<file path="src/rtl/pmem_line_responder_pkg.sv">
// Shared types for the pmem line responder.
// Line/word typedefs, beat index and FSM states.
package pmem_line_responder_pkg;

  localparam int WORD_W_P       = 16;
  localparam int LINE_W_P       = 128;
  localparam int BEATS_PER_LINE = 8;

  typedef logic [WORD_W_P-1:0] lc3b_word;
  typedef logic [LINE_W_P-1:0] lc3b_cache_line;
  typedef logic [2:0]          lc3b_beat_idx;
  typedef logic [11:0]         lc3b_line_addr;

  typedef enum logic [1:0] {
    IDLE,
    RD_BEAT,
    WR_BEAT,
    RESP
  } lc3b_pmem_state;

  function automatic lc3b_word beat_addr(
    input lc3b_line_addr line,
    input lc3b_beat_idx  beat
  );
    return {line, beat, 1'b0};
  endfunction

endpackage

</file>
<file path="src/rtl/pmem_line_responder_if.sv">
// Cache pmem line port plus word-wide backing port.
// slave = responder side, master = cache/memory side.
interface pmem_line_responder_if;
  import pmem_line_responder_pkg::*;

  logic           pmem_read;
  logic           pmem_write;
  lc3b_word       pmem_address;
  lc3b_cache_line pmem_wdata;
  lc3b_cache_line pmem_rdata;
  logic           pmem_resp;

  logic           bk_req;
  logic           bk_we;
  lc3b_word       bk_addr;
  lc3b_word       bk_wdata;
  lc3b_word       bk_rdata;
  logic           bk_ack;

  modport slave (
    input  pmem_read, pmem_write,
    input  pmem_address, pmem_wdata,
    output pmem_rdata, pmem_resp,
    output bk_req, bk_we, bk_addr, bk_wdata,
    input  bk_rdata, bk_ack
  );

  modport master (
    output pmem_read, pmem_write,
    output pmem_address, pmem_wdata,
    input  pmem_rdata, pmem_resp,
    input  bk_req, bk_we, bk_addr, bk_wdata,
    output bk_rdata, bk_ack
  );

endinterface

</file>
<file path="src/rtl/pmem_line_responder.sv">
// Serves 128-bit cache-line requests as 8 sequential
// 16-bit beats on a req/ack backing-memory port.
module pmem_line_responder
  import pmem_line_responder_pkg::*;
#(
  parameter int BEATS  = 8,
  parameter int WORD_W = 16,
  parameter int LINE_W = 128
) (
  input logic             clk,
  input logic             reset_n,
  pmem_line_responder_if.slave bus
);

  lc3b_pmem_state state_q, state_d;
  lc3b_beat_idx   beat_q, beat_d;
  lc3b_line_addr  line_q, line_d;
  lc3b_cache_line wdata_q, wdata_d;
  lc3b_cache_line rdata_q, rdata_d;

  logic     bk_req, bk_we, resp;
  lc3b_word bk_addr, bk_wdata;
  logic     last_beat;
  logic [6:0] slice;

  logic unused_addr_bits;
  assign unused_addr_bits = ^bus.pmem_address[3:0];

  assign slice     = {beat_q, 4'b0000};
  assign last_beat = (beat_q == lc3b_beat_idx'(BEATS - 1));

  always_ff @(posedge clk or negedge reset_n) begin
    if (!reset_n) begin
      state_q <= IDLE;
      beat_q  <= '0;
      line_q  <= '0;
      wdata_q <= '0;
      rdata_q <= '0;
    end else begin
      state_q <= state_d;
      beat_q  <= beat_d;
      line_q  <= line_d;
      wdata_q <= wdata_d;
      rdata_q <= rdata_d;
    end
  end

  always_comb begin
    state_d  = state_q;
    beat_d   = beat_q;
    line_d   = line_q;
    wdata_d  = wdata_q;
    rdata_d  = rdata_q;
    bk_req   = 1'b0;
    bk_we    = 1'b0;
    bk_addr  = '0;
    bk_wdata = '0;
    resp     = 1'b0;
    unique case (state_q)
      IDLE: begin
        // write wins if the cache ever raises both
        if (bus.pmem_write) begin
          line_d  = bus.pmem_address[15:4];
          wdata_d = bus.pmem_wdata;
          beat_d  = '0;
          state_d = WR_BEAT;
        end else if (bus.pmem_read) begin
          line_d  = bus.pmem_address[15:4];
          beat_d  = '0;
          state_d = RD_BEAT;
        end
      end
      RD_BEAT, WR_BEAT: begin
        bk_req   = 1'b1;
        bk_we    = (state_q == WR_BEAT);
        bk_addr  = beat_addr(line_q, beat_q);
        bk_wdata = wdata_q[slice +: WORD_W];
        if (bus.bk_ack) begin
          if (state_q == RD_BEAT)
            rdata_d[slice +: WORD_W] = bus.bk_rdata;
          if (last_beat)
            state_d = RESP;
          else
            beat_d = beat_q + 3'd1;
        end
      end
      RESP: begin
        resp    = 1'b1;
        state_d = IDLE;
      end
      default: state_d = IDLE;
    endcase
  end

  assign bus.bk_req     = bk_req;
  assign bus.bk_we      = bk_we;
  assign bus.bk_addr    = bk_addr;
  assign bus.bk_wdata   = bk_wdata;
  assign bus.pmem_resp  = resp;
  assign bus.pmem_rdata = rdata_q;

endmodule

</file>
<file path="src/flat_wrapper.sv">
// flat-port wrapper written by rule: the top's interface ports become plain ports
module pmem_line_responder_flat import pmem_line_responder_pkg::*;
#(
  parameter int BEATS  = 8,
  parameter int WORD_W = 16,
  parameter int LINE_W = 128
)
  (clk, reset_n, bus_pmem_read, bus_pmem_write, bus_pmem_address, bus_pmem_wdata, bus_pmem_rdata, bus_pmem_resp, bus_bk_req, bus_bk_we, bus_bk_addr, bus_bk_wdata, bus_bk_rdata, bus_bk_ack);
  pmem_line_responder_if bus_i ();
  input logic clk;
  input logic reset_n;
  input wire logic [$bits(bus_i.pmem_read)-1:0] bus_pmem_read;
  input wire logic [$bits(bus_i.pmem_write)-1:0] bus_pmem_write;
  input wire logic [$bits(bus_i.pmem_address)-1:0] bus_pmem_address;
  input wire logic [$bits(bus_i.pmem_wdata)-1:0] bus_pmem_wdata;
  output wire logic [$bits(bus_i.pmem_rdata)-1:0] bus_pmem_rdata;
  output wire logic [$bits(bus_i.pmem_resp)-1:0] bus_pmem_resp;
  output wire logic [$bits(bus_i.bk_req)-1:0] bus_bk_req;
  output wire logic [$bits(bus_i.bk_we)-1:0] bus_bk_we;
  output wire logic [$bits(bus_i.bk_addr)-1:0] bus_bk_addr;
  output wire logic [$bits(bus_i.bk_wdata)-1:0] bus_bk_wdata;
  input wire logic [$bits(bus_i.bk_rdata)-1:0] bus_bk_rdata;
  input wire logic [$bits(bus_i.bk_ack)-1:0] bus_bk_ack;
  assign bus_i.pmem_read = bus_pmem_read;
  assign bus_i.pmem_write = bus_pmem_write;
  assign bus_i.pmem_address = bus_pmem_address;
  assign bus_i.pmem_wdata = bus_pmem_wdata;
  assign bus_pmem_rdata = bus_i.pmem_rdata;
  assign bus_pmem_resp = bus_i.pmem_resp;
  assign bus_bk_req = bus_i.bk_req;
  assign bus_bk_we = bus_i.bk_we;
  assign bus_bk_addr = bus_i.bk_addr;
  assign bus_bk_wdata = bus_i.bk_wdata;
  assign bus_i.bk_rdata = bus_bk_rdata;
  assign bus_i.bk_ack = bus_bk_ack;
  pmem_line_responder #(.BEATS(BEATS), .WORD_W(WORD_W), .LINE_W(LINE_W)) u_core (.clk(clk), .reset_n(reset_n), .bus(bus_i));
endmodule
</file>
<file path="config.mk">
export PLATFORM = sky130hd
export DESIGN_NAME = pmem_line_responder_flat
export DESIGN_NICKNAME = d
export VERILOG_FILES = /design/src/rtl/pmem_line_responder_pkg.sv /design/src/rtl/pmem_line_responder_if.sv /design/src/rtl/pmem_line_responder.sv /design/src/flat_wrapper.sv
export SDC_FILE = /design/constraint.sdc
export NUM_CORES = 1
export LEC_CHECK = 0
export CORE_MARGIN = 5
export CORE_UTILIZATION = 48
export DETAILED_ROUTE_END_ITERATION = 8
export PLACE_DENSITY = 0.8
export SLEW_MARGIN = 20
export SYNTH_ARGS = -nofsm -noshare
export SYNTH_HDL_FRONTEND = slang
export SYNTH_SLANG_ARGS = --single-unit
export TNS_END_PERCENT = 5
</file>
<file path="constraint.sdc">
create_clock -name clk -period 4.15 [get_ports clk]
set_input_delay 0.83 -clock clk [delete_from_list [all_inputs] [get_ports clk]]
set_output_delay 0.83 -clock clk [all_outputs]
set_load 0.03 [all_outputs]
</file>
==> Word level (Yosys, flattened, before mapping) <==
Cells that the tools add are included.
{ "word_totals": {"output_inout_bits": 163, "register_bits": 273, "elab_cells": 45, "inputBits": 165} }
{ "classes": {"n_shift": 3, "mux": 18, "n_eq_ne": 8, "addsub": 2, "n_reduce_logical": 9} }
{ "ops": {"columns": ["op", "n"], "rows": [
  ["128-bit bitwise mux", 1],
  ["16-bit by 9-bit variable shift with 128-bit output, first input constant", 1],
  ["128-bit by 8-bit indexed part select with 16-bit output", 1],
  ["16-bit by 9-bit indexed part select with 128-bit output", 1],
  ["16-bit two-way mux", 2],
  ["12-bit two-way mux", 2],
  ["3-bit two-way mux", 4],
  ["7-bit negator with 9-bit output", 1],
  ["2-bit two-way mux", 4],
  ["2-bit one-hot mux with 3 select lines", 1],
  ["3-bit one-hot mux with 2 select lines", 1],
  ["3-bit AND reduction", 2],
  ["2-bit == test, second input constant", 2],
  ["2-bit != test, second input constant", 2],
  ["2-bit AND reduction", 2],
  ["4-bit AND reduction", 1],
  ["2-bit nonzero test", 2],
  ["3-bit by 1-bit adder with 3-bit output, second input constant", 1],
  ["3-bit == test, second input constant", 1],
  ["1-bit two-way mux", 3],
  ["3-bit != test, second input constant", 1],
  ["2-bit by 1-bit == test with 1-bit output, second input constant", 1],
  ["2-bit logical NOT", 1],
  ["2-bit by 1-bit != test with 1-bit output, second input constant", 1],
  ["2-bit OR reduction", 1]
]} }

==> Logic depth before layout (Yosys ltp) <==
Gate-level depths: netlist (run 1).
{ "depth": {"depth_word": 4, "ltp_mapped": 10, "mapped_depth_nobuf": 6} }

==> Least setup slack after synthesis (run 1) <==
Ideal clock, no wire load.
{ "synth_path": {"path_type": "reg2reg", "from": "register u_core.beat_q[0]", "to": "register u_core.rdata_q[10], in the netlist u_core.bus.pmem_rdata[10]", "required_time_ns": 4.025, "slack_ns": 0.753, "period_less_slack_ns": 3.397, "n_path_buf": 4, "setup_time_ns": 0.125, "arrival_ns": 3.272, "stages_incl_launch_ff": 11, "cell_sequence": "dfrtp_1 clkbuf_1 clkinv_1 clkbuf_1 ha_1 ha_1 or4b_1 or4_1 buf_6 buf_12 mux2_4"} }
{ "synth_via": {"elab_chain_len": 3, "elab_cells_between_ends": 4, "cone_classes": "1 x add/sub; 2 x shift; 1 x mux"} }
{ "synth_rtl": {"columns": ["element", "line_no", "source"], "rows": [
  ["from (decl)", "pmem_line_responder.sv:16", "lc3b_beat_idx beat_q, beat_d;"],
  ["from (signal assigned)", "pmem_line_responder.sv:41", "beat_q <= beat_d;"],
  ["7-bit negator with 9-bit output (*)", "pmem_line_responder.sv:80", "rdata_d[slice +: WORD_W] = bus.bk_rdata;"],
  ["16-bit by 9-bit indexed part select with 128-bit output or 16-bit by 9-bit variable shift with 128-bit output (tied branches)", "pmem_line_responder.sv:80", null],
  ["128-bit bitwise mux (*)", "pmem_line_responder.sv:80", null],
  ["to (signal assigned)", "pmem_line_responder.sv:44", "rdata_q <= rdata_d;"],
  ["to (decl)", "pmem_line_responder.sv:19", "lc3b_cache_line rdata_q, rdata_d;"]
]} }
Every way passes the cells marked *; elsewhere a longest branch is shown, timed or not.
A chain may end at the register's enable or synchronous reset.

==> Final worst setup path (run 1) <==
{ "layout_path": {"from": "register u_core.beat_q[2]", "to": "output port bus_bk_wdata[14]"} }
{ "layout_via": {"elab_chain_len": 2} }
{ "layout_rtl": {"columns": ["element", "line_no", "source"], "rows": [
  ["128-bit by 8-bit indexed part select with 16-bit output", "pmem_line_responder.sv:77", "bk_wdata = wdata_q[slice +: WORD_W];"],
  ["16-bit two-way mux", "pmem_line_responder.sv:59", "unique case (state_q)"],
  ["to (decl)", "flat_wrapper.sv:21", "output wire logic [$bits(bus_i.bk_wdata)-1:0] bus_bk_wdata;"]
]} }
Every way passes these cells.

==> results of run 1 <==
==> cell type report <==
| class | count | area share [%] |
|---|---|---|
| clock buffer | 36 | 4.90 |
| clock inverter | 17 | 1.58 |
| inverter | 6 | 0.136 |
| multi-input combinational | 460 | 28.8 |
| sequential | 273 | 41.2 |
| tap | 324 | 2.44 |
| timing repair buffer | 346 | 20.9 |
==> worst max-delay path, stage by stage, from the launching register on <==
cell and delay, ns:
sky130_fd_sc_hd__dfrtp_2 0.93, sky130_fd_sc_hd__buf_4 0.29, sky130_fd_sc_hd__mux4_2 0.21, sky130_fd_sc_hd__nand2_1 0.06, sky130_fd_sc_hd__a21oi_1 0.15, sky130_fd_sc_hd__clkdlybuf4s50_1 0.74
==> how the worst min path moves through the flow <==
stage / from / depth (start not counted) / slack [ns] / endpoint
finish: reset_n / 1 / 0.34 / u_core.bus.pmem_rdata[18]
detailed placement: u_core.line_q[5] / 1 / 0.49 / u_core.line_q[5]
global placement: u_core.line_q[11] / 1 / 0.48 / u_core.line_q[11]
floorplan: u_core.line_q[0] / 1 / 0.47 / u_core.line_q[0]
CTS: reset_n / 1 / 0.34 / u_core.line_q[8]
global route: reset_n / 1 / 0.40 / u_core.bus.pmem_rdata[102]
==> state kept, by name (all words and copies together), names as in the netlist <==
register,cells
u_core.line_q,12
u_core.state_q,2
u_core.bus.pmem_rdata,128
u_core.wdata_q,128
u_core.beat_q,3
==> per-stage QoR <==
stage | hold WS (ns) | total power [uW]
final | 0.343 | 12100
after floorplan | 0.471 | 7320
after CTS | 0.344 | 12200
after detailed placement | 0.486 | 9340
after global placement | 0.481 | 9210
after global routing | 0.398 | 12700
==> cells by family (layout without fill, tap and decap cells) <==
logic type               count (synthesis)  after routing  share of synthesized area (%)
multiplexers                           304            304                           32.3
flip-flops                             273            273                           57.8
AND/OR/NAND/NOR                        121            121                           5.69
buffers and inverters                   49            405                           1.94
AO/OA/AOI/OAI                           23             23                           1.02
adder cells (fa/ha/maj)                 11             11                           1.17
other                                    1              1                         0.0317
==> synthesized netlist by cell type (2+ instances only) <==
| master | n |
|---|---|
| sky130_fd_sc_hd__mux4_2 | 32 |
| sky130_fd_sc_hd__or4_1 | 2 |
| sky130_fd_sc_hd__nor3_2 | 3 |
| sky130_fd_sc_hd__nor2_1 | 8 |
| sky130_fd_sc_hd__mux2_2 | 259 |
| sky130_fd_sc_hd__nor3b_1 | 3 |
| sky130_fd_sc_hd__ha_1 | 11 |
| sky130_fd_sc_hd__mux2i_1 | 3 |
| sky130_fd_sc_hd__inv_1 | 5 |
| sky130_fd_sc_hd__clkbuf_1 | 30 |
| sky130_fd_sc_hd__dfrtp_1 | 273 |
| sky130_fd_sc_hd__nand2_1 | 37 |
| sky130_fd_sc_hd__buf_6 | 2 |
| sky130_fd_sc_hd__and2_1 | 60 |
| sky130_fd_sc_hd__mux2_4 | 10 |
| sky130_fd_sc_hd__nand3_1 | 3 |
| sky130_fd_sc_hd__buf_2 | 8 |
| sky130_fd_sc_hd__o21ai_0 | 4 |
| sky130_fd_sc_hd__a21oi_1 | 17 |
==> power by group through the flow <==
stage,clock network [uW],registers [uW],logic [uW]
finish,2830,4170,5120
global route,3000,4270,5450
CTS,2890,4170,5190
detailed placement,0,4200,5150
global placement,0,4140,5070
floorplan,0,4420,2900
==> metal layers <==
metal	track usage, %	routed length [um]	up-vias
met1	27.7	12500	3953
met4	5.12	782	4
met2	38.1	15400	287
li1	-	-	3451
met5	0	24	-
met3	7.47	3010	49
==> impl_results.rst, run 1 <==
.. list-table::
   :header-rows: 1

   * - Metric
     - Value
   * - Result of the run
     - complete, no violations
   * - Cells after DPL
     - 1409
   * - Data arrival time of the critical path
     - 2.94 ns
   * - Termination of the worst setup path
     - bus_bk_wdata[14]
   * - Pin count of the biggest net entering global routing
     - 98
   * - Number of buffers created by CTS
     - 29
   * - Seq pwr share
     - 34.4%
   * - Die Footprint
     - 0.0278 mm2
   * - Share of Yosys cell area claimed by the top area cell type
     - 57.8%
   * - Register area
     - 0.00683 mm2
   * - Number of instances resized during post-cts repair
     - 0
   * - Overall fraction of global-route tracks in use
     - 22.3%
   * - Average routed wire per standard cell
     - 21.7 um
   * - DRT iter0 DRCs
     - 353
   * - Number of inserted diodes
     - 0
   * - Number of buffers between clock root and the deepest sink
     - 3
   * - Root Driver
     - sky130_fd_sc_hd__clkbuf_16
   * - Max VDD drop
     - 0.505 mV
   * - Instance area at placement
     - 0.0155 mm2
   * - Worst setup slack after placement
     - 0.907 ns
   * - Num Clock Sinks
     - 273
   * - DRC
     - 0
   * - Logic depth of the worst register-to-register path
     - 6
   * - Vias in the first global route
     - 8569
   * - Detailed-route via count
     - 7744
   * - Net count, final
     - 1292
   * - Max Fanout on Critical Path
     - 33
   * - Final hold vios
     - 0
   * - X dimension of the die
     - 167 um
   * - Overflow after GRT
     - 0
   * - Boundary Pins
     - 328
   * - Top cell type by total area after synthesis
     - sky130_fd_sc_hd__dfrtp_1
   * - Reg-to-reg slack, setup
     - 0.88 ns
   * - Share of total power in the clock network
     - 23.3%
   * - EDFF count, synth
     - 0
   * - Number of core rows
     - 57
   * - Sort of element at the end of the critical path
     - output port
   * - Psw
     - 4200 uW
   * - Count of max-cap constraint violations
     - 0
   * - #FFs+latches synth
     - 273
   * - Total length of routed wires
     - 31700 um
   * - Startpoint class of the critical path
     - flip-flop
   * - Number of H-tree levels
     - 1
   * - Net switching share of the total power
     - 34.6%
   * - Setup_tns
     - 0 ns
   * - Antenna violation net count after detailed routing
     - 0
   * - Initial antenna violation count
     - 2
   * - Most used cells in the layout excluding fill and tap cells
     - 321 x sky130_fd_sc_hd__clkdlybuf4s50_1, 271 x sky130_fd_sc_hd__dfrtp_1, 259 x sky130_fd_sc_hd__mux2_2, 60 x sky130_fd_sc_hd__and2_1, 36 x sky130_fd_sc_hd__nand2_1
   * - Final setup fails
     - 0
   * - Slew margin rel.
     - 35.2%
   * - Most common cell after layout, fill and taps aside
     - sky130_fd_sc_hd__clkdlybuf4s50_1
   * - CTS tree
     - done
   * - Post-synthesis instance total
     - 782
   * - Hold-fix buffer count after cts
     - 0
   * - Power per standard cell area
     - 731 mW/mm2
   * - Cell types with the largest area share after synthesis
     - sky130_fd_sc_hd__dfrtp_1 58%, sky130_fd_sc_hd__mux2_2 25%, sky130_fd_sc_hd__mux4_2 6.1%
   * - Sequential share of the synthesized area
     - 57.8%
   * - Vias per inst
     - 5.30
   * - CTS clk-pin slew, worst paths
     - 0.07 ns
   * - Cell area after synthesis
     - 0.0118 mm2
   * - P_int
     - 7930 uW
   * - Post-layout worst setup margin
     - 0.384 ns
   * - Placed wire-length estimate
     - 22900 um
   * - First element of the critical path
     - u_core.beat_q[2]
   * - End of the worst register-to-register path
     - u_core.bus.pmem_rdata[6]
   * - Max Clock Skew
     - 0.0197 ns
   * - Number of iterations in the first detailed-routing pass
     - 4
   * - Non-filler instance count after layout
     - 1462
   * - Fraction of final layout cells with drive strength greater than 1
     - 34.1%
   * - Placer Congestion
     - 0.799
   * - Prevailing post-synth register cell
     - sky130_fd_sc_hd__dfrtp_1
   * - Synthesis-to-layout area growth
     - 40.4%
   * - Die height
     - 167 um
   * - Async SR Flop Fraction
     - 100%
   * - Wire length of the first global-routing pass
     - 49500 um
   * - Number of setup buffers added after CTS
     - 0
   * - RSZ-0062 raised after global routing
     - no
   * - Static leakage power
     - 0.00727 uW
   * - Mean Syn Cell Area
     - 15.1 um2
   * - Area occupied by multi-input gates
     - 0.00478 mm2
   * - Critical path class
     - flip-flop to output port
   * - Data required time of the worst path
     - 3.32 ns
   * - Transition time at the pin with the least slew margin
     - 0.967 ns
   * - PortBufs
     - 322
   * - Combinational cell fraction of total power
     - 42.3%
   * - Core utilization of the finished layout
     - 68.4%
   * - Final standard cell area without fillers
     - 0.0166 mm2
   * - Max-slew violation count
     - 0
   * - Worst-skew pair later-pin latency
     - 0.54 ns
   * - Placeable core region
     - 0.0242 mm2
   * - Final worst path period need
     - 3.77 ns
   * - Hold Path Class
     - primary input to async pin
   * - Max Clk Rate
     - 266 MHz
   * - Crit share post-route
     - 90.7%
   * - Reg2reg start
     - u_core.beat_q[2]
   * - Post-synth cell types
     - 31
   * - Filler cells
     - 1707
   * - Post-synth net total
     - 958
   * - Yosys warns
     - 0
   * - Initial cell density of the core
     - 48.7%
(Power assumes the default switching activity.)
==> run 2: changes to the inputs <==
- MAX_ROUTING_LAYER: default -> met4
==> impl_results.rst, run 2 (synthesized netlist as in run 1, its figures left out) <==
.. list-table::
   :header-rows: 1

   * - Metric
     - Value
   * - Number of core rows
     - 57 (unchanged)
   * - Fraction of final layout cells with drive strength greater than 1
     - 34.1% (unchanged)
   * - Reg-to-reg slack, setup
     - 0.87 ns (about the same)
   * - Vias per inst
     - 5.25 (-0.83%)
   * - Post-layout worst setup margin
     - 0.367 ns (-0.0173 ns)
   * - Total length of routed wires
     - 31600 um (-0.26%)
   * - Critical path class
     - flip-flop to output port
   * - Synthesis-to-layout area growth
     - 40.5% (about the same)
   * - Detailed-route via count
     - 7690 (-0.70%)
   * - DRC
     - 0 (unchanged)
   * - Overall fraction of global-route tracks in use
     - 23.0% (+0.69 points)
   * - Final worst path period need
     - 3.78 ns (+0.0173 ns)
   * - Placed wire-length estimate
     - 22900 um (unchanged)
   * - Reg2reg start
     - u_core.beat_q[2]
   * - Net count, final
     - 1292 (unchanged)
   * - Slew margin rel.
     - 35.6% (+0.41 points)
   * - Hold Path Class
     - primary input to async pin
   * - Power per standard cell area
     - 730 mW/mm2 (about the same)
   * - Wire length of the first global-routing pass
     - 49500 um (-0.14%)
   * - Placer Congestion
     - 0.813 (+1.8%)
   * - Overflow after GRT
     - 0 (unchanged)
   * - Startpoint class of the critical path
     - flip-flop
   * - Root Driver
     - sky130_fd_sc_hd__clkbuf_16
   * - Pin count of the biggest net entering global routing
     - 98 (unchanged)
   * - CTS clk-pin slew, worst paths
     - 0.07 ns (about the same)
   * - Max VDD drop
     - 0.505 mV (about the same)
   * - X dimension of the die
     - 167 um (unchanged)
   * - Static leakage power
     - 0.00727 uW (about the same)
   * - Transition time at the pin with the least slew margin
     - 0.961 ns (-0.00607 ns)
   * - Die height
     - 167 um (unchanged)
   * - Boundary Pins
     - 328 (unchanged)
   * - Data arrival time of the critical path
     - 2.95 ns (about the same)
   * - Sort of element at the end of the critical path
     - output port
   * - Average routed wire per standard cell
     - 21.6 um (-0.40%)
   * - Final setup fails
     - 0 (unchanged)
   * - Max-slew violation count
     - 0 (unchanged)
   * - Max Clock Skew
     - 0.0209 ns (+0.00117 ns)
   * - Max Clk Rate
     - 264 MHz (-0.46%)
   * - End of the worst register-to-register path
     - u_core.bus.pmem_rdata[6]
   * - Placeable core region
     - 0.0242 mm2 (unchanged)
   * - Worst setup slack after placement
     - 0.907 ns (unchanged)
   * - Count of max-cap constraint violations
     - 0 (unchanged)
   * - Instance area at placement
     - 0.0155 mm2 (unchanged)
   * - Final standard cell area without fillers
     - 0.0166 mm2 (about the same)
   * - Max Fanout on Critical Path
     - 33 (unchanged)
   * - Final hold vios
     - 0 (unchanged)
   * - Number of buffers between clock root and the deepest sink
     - 3 (unchanged)
   * - CTS tree
     - done
   * - Worst-skew pair later-pin latency
     - 0.54 ns (about the same)
   * - Number of buffers created by CTS
     - 29 (unchanged)
   * - Data required time of the worst path
     - 3.32 ns (about the same)
   * - Setup_tns
     - 0 ns (unchanged)
   * - Die Footprint
     - 0.0278 mm2 (unchanged)
   * - Antenna violation net count after detailed routing
     - 0 (unchanged)
   * - Most used cells in the layout excluding fill and tap cells
     - 321 x sky130_fd_sc_hd__clkdlybuf4s50_1, 271 x sky130_fd_sc_hd__dfrtp_1, 259 x sky130_fd_sc_hd__mux2_2, 60 x sky130_fd_sc_hd__and2_1, 36 x sky130_fd_sc_hd__nand2_1
   * - Most common cell after layout, fill and taps aside
     - sky130_fd_sc_hd__clkdlybuf4s50_1
   * - Num Clock Sinks
     - 273 (unchanged)
   * - Number of setup buffers added after CTS
     - 0 (unchanged)
   * - Number of instances resized during post-cts repair
     - 0 (unchanged)
   * - Result of the run
     - complete, no violations
   * - PortBufs
     - 322 (unchanged)
   * - Number of H-tree levels
     - 1 (unchanged)
   * - Vias in the first global route
     - 8580 (+0.13%)
   * - Hold-fix buffer count after cts
     - 0 (unchanged)
   * - Crit share post-route
     - 91.2% (+0.42 points)
   * - RSZ-0062 raised after global routing
     - no
   * - Initial cell density of the core
     - 48.7% (unchanged)
   * - Logic depth of the worst register-to-register path
     - 6 (unchanged)
   * - DRT iter0 DRCs
     - 404 (+14%)
   * - Initial antenna violation count
     - 2 (unchanged)
   * - Number of iterations in the first detailed-routing pass
     - 4 (unchanged)
==> run 2: changes by cell type in the layout (fill, tap and decap cells not counted) <==
cell and change:
sky130_fd_sc_hd__diode_2 +2
==> run 2: worst max-delay path, stage by stage (launching register included) <==
cell,delay (ns)
sky130_fd_sc_hd__dfrtp_2,0.94
sky130_fd_sc_hd__buf_4,0.29
sky130_fd_sc_hd__mux4_2,0.21
sky130_fd_sc_hd__nand2_1,0.06
sky130_fd_sc_hd__a21oi_1,0.15
sky130_fd_sc_hd__clkdlybuf4s50_1,0.74
==> run 2: metrics by stage <==
step / cells / total power, uW / utilization (%) / hold slack (ns)
6_report: 1464 / 12100 / 68.4 / 0.344
5_1_grt: 1464 / 12700 / 68.4 / 0.399
4_1_cts: 1462 / 12200 / 68.4 / 0.344
3_5_place_dp: 1409 / 9340 / 64.0 / 0.486
3_3_place_gp: 1409 / 9210 / 64.0 / 0.481
2_1_floorplan: 782 / 7320 / - / 0.471
==> run 2: layout make-up <==
class,instances,area [um2]
Antenna cell,2,5.00
Clock buffer,36,812
Multi-Input combinational cell,460,4780
Fill cell,1703,7660
Sequential cell,273,6830
Clock inverter,17,262
Tap cell,324,405
Inverter,6,22.5
Timing Repair Buffer,346,3470
==> run 2: power breakdown <==
group	switching, uW	internal (uW)
Clock	1070	1760
Combinational	2570	2550
Sequential	556	3610
==> run 2: how the worst max path moves through the flow <==
| stage | from | to | slack (ns) | cells after the start |
|---|---|---|---|---|
| after global routing | u_core.beat_q[2] | bus_bk_wdata[9] | 0.28 | 4 |
| after floorplan | u_core.beat_q[0] | u_core.bus.pmem_rdata[10] | 0.75 | 10 |
| after CTS | u_core.beat_q[2] | bus_bk_wdata[14] | 0.35 | 5 |
| after global placement | u_core.beat_q[2] | u_core.bus.pmem_rdata[13] | 0.92 | 6 |
| final | u_core.beat_q[2] | bus_bk_wdata[14] | 0.37 | 5 |
| after detailed placement | u_core.beat_q[2] | u_core.bus.pmem_rdata[10] | 0.91 | 6 |
==> run 2: metal layers <==
| metal | part of all wire [%] | vias up | GRT usage (%) |
|---|---|---|---|
| met2 | 49 | 283 | 38.0 |
| met4 | 2.3 | 0 | 5.02 |
| met3 | 9.0 | 44 | 7.25 |
| li1 | - | 3445 | - |
| met5 | 0 | - | - |
| met1 | 40 | 3918 | 28.0 |
==> run 3: changes to the inputs <==
- PLACE_DENSITY: 0.8 -> default
- PLACE_DENSITY_LB_ADDON: default -> 0.2
==> impl_results.rst, run 3 (synthesized netlist as in run 1, its figures left out) <==
.. list-table::
   :header-rows: 1

   * - Metric
     - Value
   * - Result of the run
     - complete, no violations
   * - RSZ-0062 raised after global routing
     - no
   * - Synthesis-to-layout area growth
     - 39.4%
   * - Die height
     - 167 um (unchanged)
   * - DRC
     - 0 (unchanged)
   * - Number of buffers between clock root and the deepest sink
     - 3 (unchanged)
   * - Transition time at the pin with the least slew margin
     - 0.974 ns (+0.0126 ns)
   * - Max Fanout on Critical Path
     - 37 (+12%)
   * - Final setup fails
     - 0 (unchanged)
   * - Hold Path Class
     - primary input to async pin
   * - Num Clock Sinks
     - 273 (unchanged)
   * - Number of H-tree levels
     - 1 (unchanged)
   * - Crit share post-route
     - 94.1% (+2.9 points)
   * - DRT iter0 DRCs
     - 365 (-9.7%)
   * - Cells traversed along the worst timing path
     - mux4_2 > nand2_1 > a21oi_1 > clkdlybuf4s50_1
   * - Pin count of the biggest net entering global routing
     - 135 (+38%)
   * - Most used cells in the layout excluding fill and tap cells
     - 321 x sky130_fd_sc_hd__clkdlybuf4s50_1, 271 x sky130_fd_sc_hd__dfrtp_1, 259 x sky130_fd_sc_hd__mux2_2, 60 x sky130_fd_sc_hd__and2_1, 36 x sky130_fd_sc_hd__nand2_1
   * - Critical path class
     - flip-flop to output port
   * - Setup_tns
     - 0 ns (unchanged)
   * - Detailed-route via count
     - 7659 (-0.40%)
   * - Placeable core region
     - 0.0242 mm2 (unchanged)
   * - Worst slack on hold paths
     - 0.186 ns (-0.158 ns)
   * - Die Footprint
     - 0.0278 mm2 (unchanged)
   * - Number of instances resized during post-cts repair
     - 0 (unchanged)
   * - Power per standard cell area
     - 716 mW/mm2 (-1.9%)
   * - Total Power
     - 11800 uW (-2.7%)
   * - Worst-skew pair later-pin latency
     - 0.55 ns (about the same)
   * - Number of buffers created by CTS
     - 29 (unchanged)
   * - Overflow after GRT
     - 0 (unchanged)
   * - Max Clk Rate
     - 256 MHz (-3.1%)
   * - X dimension of the die
     - 167 um (unchanged)
   * - Startpoint class of the critical path
     - flip-flop
   * - Data arrival time of the critical path
     - 3.08 ns (+0.13 ns)
   * - Wire length of the first global-routing pass
     - 48200 um (-2.6%)
   * - Sort of element at the end of the critical path
     - output port
   * - Number of core rows
     - 57 (unchanged)
   * - Vias per inst
     - 5.23 (-0.40%)
   * - Initial cell density of the core
     - 48.7% (unchanged)
   * - Count of max-cap constraint violations
     - 0 (unchanged)
   * - Max VDD drop
     - 0.501 mV (-0.88%)
   * - Placer Congestion
     - 0.741 (-8.8%)
   * - Total length of routed wires
     - 30900 um (-2.2%)
   * - Cells after DPL
     - 1408 (-0.071%)
   * - Placed wire-length estimate
     - 22400 um (-2.0%)
   * - Data required time of the worst path
     - 3.32 ns (about the same)
   * - Number of setup buffers added after CTS
     - 0 (unchanged)
   * - Fraction of final layout cells with drive strength greater than 1
     - 33.5% (-0.64 points)
   * - Vias in the first global route
     - 8252 (-3.8%)
   * - Hold-fix buffer count after cts
     - 0 (unchanged)
   * - Root Driver
     - sky130_fd_sc_hd__clkbuf_16
   * - CTS clk-pin slew, worst paths
     - 0.06 ns (about the same)
   * - Average routed wire per standard cell
     - 21.1 um (-2.2%)
   * - Static leakage power
     - 0.00723 uW (-0.51%)
   * - Boundary Pins
     - 328 (unchanged)
   * - Number of iterations in the first detailed-routing pass
     - 4 (unchanged)
   * - Antenna violation net count after detailed routing
     - 0 (unchanged)
   * - Filler cells
     - 1788 (+5.0%)
   * - CP max stage delay
     - 1.00 ns (+0.06 ns)
   * - Non-filler instance count after layout
     - 1464 (unchanged)
   * - Final worst path period need
     - 3.91 ns (+0.122 ns)
   * - Critical-path cell with the highest stage delay
     - sky130_fd_sc_hd__dfrtp_2
   * - Initial antenna violation count
     - 1 (-1)
   * - Overall fraction of global-route tracks in use
     - 22.4% (-0.59 points)
   * - PortBufs
     - 322 (unchanged)
   * - Final hold vios
     - 0 (unchanged)
   * - Most common cell after layout, fill and taps aside
     - sky130_fd_sc_hd__clkdlybuf4s50_1
   * - Net count, final
     - 1292 (unchanged)
   * - Max Clock Skew
     - 0.0356 ns (+0.0147 ns)
   * - Max-slew violation count
     - 0 (unchanged)
   * - CTS tree
     - done
   * - Slew margin rel.
     - 35.1% (-0.56 points)
run 3: worst paths after layout:
| kind | startpoint | to | slack, ns | depth (start not counted) |
|---|---|---|---|---|
| min in group clk | u_core.line_q[6] | u_core.line_q[6] | 0.50 | 1 |
| setup / recovery | u_core.beat_q[2] | bus_bk_wdata[0] | 0.24 | 4 |
| max in group asynchronous | reset_n | u_core.bus.pmem_rdata[11] | 2.79 | 3 |
| hold / removal | reset_n | u_core.line_q[11] | 0.19 | 1 |
| hold reg to reg | u_core.line_q[6] | u_core.line_q[6] | 0.50 | 1 |
| setup reg to reg | u_core.beat_q[2] | u_core.bus.pmem_rdata[13] | 0.76 | 6 |
run 3: per-layer routing:
metal  routed length, um  track usage, %  share of wire, %
met5                   0               -                 0
met4                 788            5.37               2.5
met3                2720            6.76               8.8
met2               15100            36.6                49
met1               12300            27.6                40
run 3: final cells by class:
| class | instances | area (um2) | area share [%] |
|---|---|---|---|
| flip-flops and latches | 273 | 6830 | 41.5 |
| inverters | 6 | 22.5 | 0.137 |
| multi-input cells | 460 | 4780 | 29.0 |
| well taps | 324 | 405 | 2.46 |
| repair buffers | 346 | 3470 | 21.0 |
| clock buffers | 45 | 856 | 5.20 |
| clock inverters | 9 | 101 | 0.615 |
| diodes | 1 | 2.50 | 0.0152 |
run 3: critical path: cells and delay by family (launching register included):
kind                   cells  cell delay, ns
DFF                        1            1.00
buffers and inverters      1            0.74
muxes                      1            0.35
AOI/OAI and AO/OA          1            0.30
and+or+nand+nor            1            0.11
run 3: where the power goes:
group | switching (uW) | internal [uW] | leakage [uW] | total [uW]
combinational | 2530 | 2540 | 0.00329 | 5070
sequential | 535 | 3610 | 0.00348 | 4150
clock | 1040 | 1540 | 0.000471 | 2580
run 3: through the flow:
step                      area [um2]  worst slack (ns)  util (%)
after CTS                      16400             0.182      67.8
after floorplan                11800             0.753         -
after global routing           16500             0.138      67.9
after global placement         15500             0.748      63.8
after detailed placement       15500             0.794      63.8
final                          16500             0.245      67.9
